### src/rtl/qar_gpio_slave.sv
// qar_gpio_slave: bus-mapped GPIO with 2-flop input sync and optional rising-edge irq (QAR_GPIO_IRQ_EN)
module qar_gpio_slave #(
  parameter int ADDR_WIDTH = 8,
  parameter int GPIO_WIDTH = 32
) (
  input  logic                  clk,
  input  logic                  rst,
  input  logic                  mem_valid,
  input  logic                  mem_we,
  input  logic [ADDR_WIDTH-1:0] mem_addr,
  input  logic [31:0]           mem_wdata,
  output logic                  mem_ready,
  output logic [31:0]           mem_rdata,
  input  logic [GPIO_WIDTH-1:0] gpio_in,
  output logic [GPIO_WIDTH-1:0] gpio_out,
  output logic [GPIO_WIDTH-1:0] gpio_dir,
  output logic                  irq
);
  typedef enum logic {IDLE, RESP} state_t;
  state_t state, state_nx;
  logic [GPIO_WIDTH-1:0] s1, s2, wd;
  logic [2:0] idx;
  logic start, wr;
  logic [31:0] rd_val;
  logic unused_addr, unused_wdata;
  assign idx = mem_addr[4:2];
  assign wd = mem_wdata[GPIO_WIDTH-1:0];
  assign start = state == IDLE && mem_valid;
  assign wr = start && mem_we;
  assign unused_addr = ^mem_addr;
  assign unused_wdata = ^mem_wdata;
`ifdef QAR_GPIO_IRQ_EN
  logic [GPIO_WIDTH-1:0] s3, irq_en, irq_status;
  logic irq_q;
  assign irq = irq_q;
  // edge capture: a rise in the same cycle as a W1C keeps the bit set
  always_ff @(posedge clk or posedge rst)
    if (rst) begin
      s3 <= '0;
      irq_en <= '0;
      irq_status <= '0;
      irq_q <= 1'b0;
    end else begin
      s3 <= s2;
      if (wr && idx == 3'd6) irq_en <= wd;
      irq_status <= (irq_status & ~((wr && idx == 3'd7) ? wd : '0)) | (s2 & ~s3);
      irq_q <= |(irq_status & irq_en);
    end
`else
  assign irq = 1'b0;
`endif
  // response FSM: one RESP cycle per accepted request
  always_comb begin
    state_nx = start ? RESP : IDLE;
    mem_ready = state == RESP;
  end
  always_ff @(posedge clk or posedge rst)
    if (rst) state <= IDLE;
    else state <= state_nx;
  // read mux, zero-extended; set/clr/tgl and unused offsets read 0
  always_comb begin
    rd_val = '0;
    case (idx)
      3'd0: rd_val[GPIO_WIDTH-1:0] = gpio_out;
      3'd1: rd_val[GPIO_WIDTH-1:0] = gpio_dir;
      3'd2: rd_val[GPIO_WIDTH-1:0] = s2;
`ifdef QAR_GPIO_IRQ_EN
      3'd6: rd_val[GPIO_WIDTH-1:0] = irq_en;
      3'd7: rd_val[GPIO_WIDTH-1:0] = irq_status;
`endif
      default: rd_val = '0;
    endcase
  end
  // input sync, read capture and output/direction register writes
  always_ff @(posedge clk or posedge rst)
    if (rst) begin
      s1 <= '0;
      s2 <= '0;
      mem_rdata <= '0;
      gpio_out <= '0;
      gpio_dir <= '0;
    end else begin
      s1 <= gpio_in;
      s2 <= s1;
      if (start && !mem_we) mem_rdata <= rd_val;
      if (wr)
        case (idx)
          3'd0: gpio_out <= wd;
          3'd1: gpio_dir <= wd;
          3'd3: gpio_out <= gpio_out | wd;
          3'd4: gpio_out <= gpio_out & ~wd;
          3'd5: gpio_out <= gpio_out ^ wd;
          default: ;
        endcase
    end
endmodule

### config.mk
export PLATFORM = sky130hd
export DESIGN_NAME = qar_gpio_slave
export DESIGN_NICKNAME = d
export VERILOG_FILES = /design/src/rtl/qar_gpio_slave.sv
export SDC_FILE = /design/constraint.sdc
export NUM_CORES = 1
export LEC_CHECK = 0
export CORE_UTILIZATION = 56
export CTS_BUF_LIST = sky130_fd_sc_hd__clkbuf_8
export CTS_CLUSTER_DIAMETER = 120
export DETAILED_ROUTE_END_ITERATION = 8
export HOLD_SLACK_MARGIN = 0.06
export PLACE_DENSITY = 0.88
export SLEW_MARGIN = 20
export SYNTH_ARGS = -nofsm -noshare
export SYNTH_HDL_FRONTEND = slang
export SYNTH_SLANG_ARGS = --single-unit
### constraint.sdc
create_clock -name clk -period 17.2 [get_ports clk]
set_clock_uncertainty 0.2 [all_clocks]
set_input_delay 3.44 -clock clk [delete_from_list [all_inputs] [get_ports clk]]
set_output_delay 3.44 -clock clk [all_outputs]
set_load 0.05 [all_outputs]
==> results_dict.tcl <==
set metrics [dict create \
    ff2ff_path_depth 5 \
    clockBufferDepth 2 \
    holdPathEnd "s2[29]$_DFF_PP0_" \
    io_pins 174 \
    critPathMaxFanout 33 \
    p_per_area_nw_per_um2 123.5 \
    num_vias 6098 \
    path_depth 6 \
    synth_top_area_frac 0.5268 \
    min_period_ps 5903 \
    crit_type "in2reg" \
    tns_ps 0 \
    synthTopCellsByArea "dfrtp_1 53%, ha_1 10%, mux2i_1 8.4%, o21ai_0 5.4%, o21ai_1 5.1%" \
    grt_antenna_before_repair 0 \
    p_leak_nw 4.596 \
    area_delta_synth_final_pct 27.77 \
    end_kind "flip-flop" \
    synth-seq-area-share 0.5268 \
    worstHoldPathType "reg2reg" \
    cts_max_level 4 \
    clock_latency_ps 460 \
    yosysTopAreaCell "dfrtp_1" \
    yosysWarnings 0 \
    drcViolationCount 0 \
    arrival_ps 6090 \
    dp_hpwl_um 12970 \
    place_area_um2 9364 \
    worstPathRequired_ps 17380 \
    max_cap_violations 0 \
    dr.pass1.iters 5 \
    cts_buffers 17 \
    max_stage_delay_ps 720 \
    syn_area_um2 7647 \
    timing.critical_path.from_type "primary input" \
    grt_max_degree 118 \
    num_rows 42 \
    final.period_utilization 0.3432 \
    netlist-cell-type-count 25 \
    slew_headroom 0.2965 \
    synth-seq-cells 161 \
    wl_per_cell_um 19.21 \
    wl_um 19940 \
    cp_slowest_cell "or2_1" \
    grt-ovfl-total 0 \
    cts-resized-gates 0 \
    nets 990 \
    vias_per_cell 5.875 \
    path_delay_family "simple AND/OR/NAND/NOR gates" \
    reg2reg_to "gpio_out[30]$_DFFE_PP0P_" \
    clk_pin_slew_ps 80 \
    timing.rr.start "mem_ready$_DFF_PP0_" \
    gp_congestion 0.8322 \
    start_util 0.5752 \
    clock.fmax_mhz 169.4 \
    hp-start "s1[29]$_DFF_PP0_" \
    ctsHoldBuffers 0 \
    cts_setup_buffers 0 \
    tightest_slew_ps 1053 \
    r2r_slack_ps 14270 \
    crit_chain "clkdlybuf4s50_1 > and2b_1 > nand2_1 > or2_1 > buf_4 > o21ai_0" \
    worstHoldPathCells 0 \
    clock-sinks 161 \
    syn_nets 845 \
    rsz0062_at_grt "no" \
    core-area_um2 13300 \
    grt.total_usage 0.2988 \
    hold_viol 0 \
    n_antenna_cell 0 \
    drt_iter0_drc 466 \
    grt_pass1_wl_um 32530 \
    grt_pass1_vias 6468 \
    drive_above_1_share 0.05336 \
    syn_inst 705 \
    final_antenna_net_count 0 \
    finalSetupViolations 0 \
    ir_drop_mv 0.07768 \
    cts_tree "done" \
    die_y_um 118.9 \
    run_status "finished, final reports clean" \
    final_area_um2 9771 \
    port_buffers 167 \
    syn_avg_cell_area_um2 10.85 \
    cts_root_buffer "clkbuf_8" \
    die-area_um2 14130 \
    critPathBufInv 2 \
    maxSlewViolCount 0 \
    die_w_um 118.9 \
]
## through the flow
| step | utilization | total power (W) | worst slack [ps] | hold WS [ps] | instances |
|---|---|---|---|---|---|
| detailed placement | 0.7043 | 0.0009264 | 10840 | 134.7 | 1007 |
| global route | 0.7349 | 0.001260 | 11140 | 155.9 | 1038 |
| CTS | 0.7347 | 0.001211 | 11300 | 143.7 | 1038 |
| global placement | 0.7043 | 0.0009024 | 10860 | 132.7 | 1007 |
| floorplan | - | 0.0007626 | 9212 | 131.2 | 705 |
| finish | 0.7349 | 0.001207 | 11300 | 145.2 | 1038 |
## power by group
| group | total [W] | switching, W | internal, W |
|---|---|---|---|
| Combinational | 0.000439 | 0.000284 | 0.000155 |
| Clock | 0.000284 | 0.000136 | 0.000148 |
| Sequential | 0.000484 | 0.0000530 | 0.000431 |
## metal layers
metal	global-route usage	share of wire	vias to the layer above
met5	0	0	-
met4	0.1218	0.018	0
met3	0.06178	0.066	28
met2	0.4931	0.50	264
met1	0.3860	0.42	3091
li1	-	-	2715
## Yosys cell counts (all sizes together)
| master | number |
|---|---|
| nand2b | 1 |
| ha | 64 |
| nand4b | 1 |
| nor2b | 2 |
| nor3 | 1 |
| xor2 | 1 |
| a22o | 32 |
| and2b | 2 |
| a22oi | 32 |
| mux2i | 64 |
| o21ai | 160 |
| or2 | 2 |
| nand2 | 67 |
| clkbuf | 21 |
| dfrtp | 161 |
| inv | 65 |
| and3b | 1 |
| conb | 1 |
| buf | 27 |
## area by class of cell
cell class                 instances  area (µm²)
inverter                          65       251.5
clock inverter                    12       142.6
sequential                       161        4029
tap                              176       220.2
multi-input combinational        431        3149
fill                             905        3525
timing repair buffer             174        1717
clock buffer                      19       261.5
## layout by cell type (no fill, tap or decap), drive strengths merged
| cell type | Yosys | routed |
|---|---|---|
| clkdlybuf4s50 | 0 | 165 |
| dfrtp | 161 | 161 |
| o21ai | 160 | 160 |
| nand2 | 67 | 67 |
| inv | 65 | 67 |
| mux2i | 64 | 64 |
| ha | 64 | 64 |
| a22o | 32 | 32 |
| a22oi | 32 | 32 |
| clkbuf | 21 | 19 |
| buf | 27 | 9 |
| clkinvlp | 0 | 4 |
| bufinv | 0 | 3 |
| clkinv | 0 | 3 |
| nor2b | 2 | 2 |
| and2b | 2 | 2 |
| or2 | 2 | 2 |
| nor3 | 1 | 1 |
| nand2b | 1 | 1 |
| nand4b | 1 | 1 |
| xor2 | 1 | 1 |
| and3b | 1 | 1 |
| conb | 1 | 1 |
## worst max path at each step
stage | slack [ps] | startpoint | to
detailed placement | 10840 | mem_valid | gpio_out[30]$_DFFE_PP0P_
global placement | 10860 | mem_valid | gpio_out[29]$_DFFE_PP0P_
global route | 11140 | mem_valid | gpio_out[29]$_DFFE_PP0P_
floorplan | 9210 | rst | gpio_dir[0]$_DFFE_PP0P_
finish | 11300 | mem_valid | gpio_out[30]$_DFFE_PP0P_
CTS | 11300 | mem_valid | gpio_out[18]$_DFFE_PP0P_
## worst register-to-register path, stage by stage, from the launching register on
cell	delay (ps)
dfrtp_1	390
and2b_1	360
nand2_1	680
or2_1	720
buf_4	330
o21ai_0	180
## cells by family (layout without fill, tap and decap cells)
family                   count (synthesis)  after routing  share of synthesized area
AO/OA/AOI/OAI                          224            224                     0.1728
flip-flops                             161            161                     0.5268
buffers and inverters                  113            270                    0.06528
AND/OR/NAND/NOR                         77             77                    0.04401
adder cells (fa/ha/maj)                 64             64                     0.1047
multiplexers                            64             64                    0.08377
other                                    1              1                  0.0004904
XOR/XNOR                                 1              1                   0.002128
## state kept, by name, indices dropped and copies added, names as in the netlist
signal     count
gpio_out      32
gpio_dir      32
s1            32
s2            32
mem_rdata     32
mem_ready      1
(Power assumes the default switching activity.)
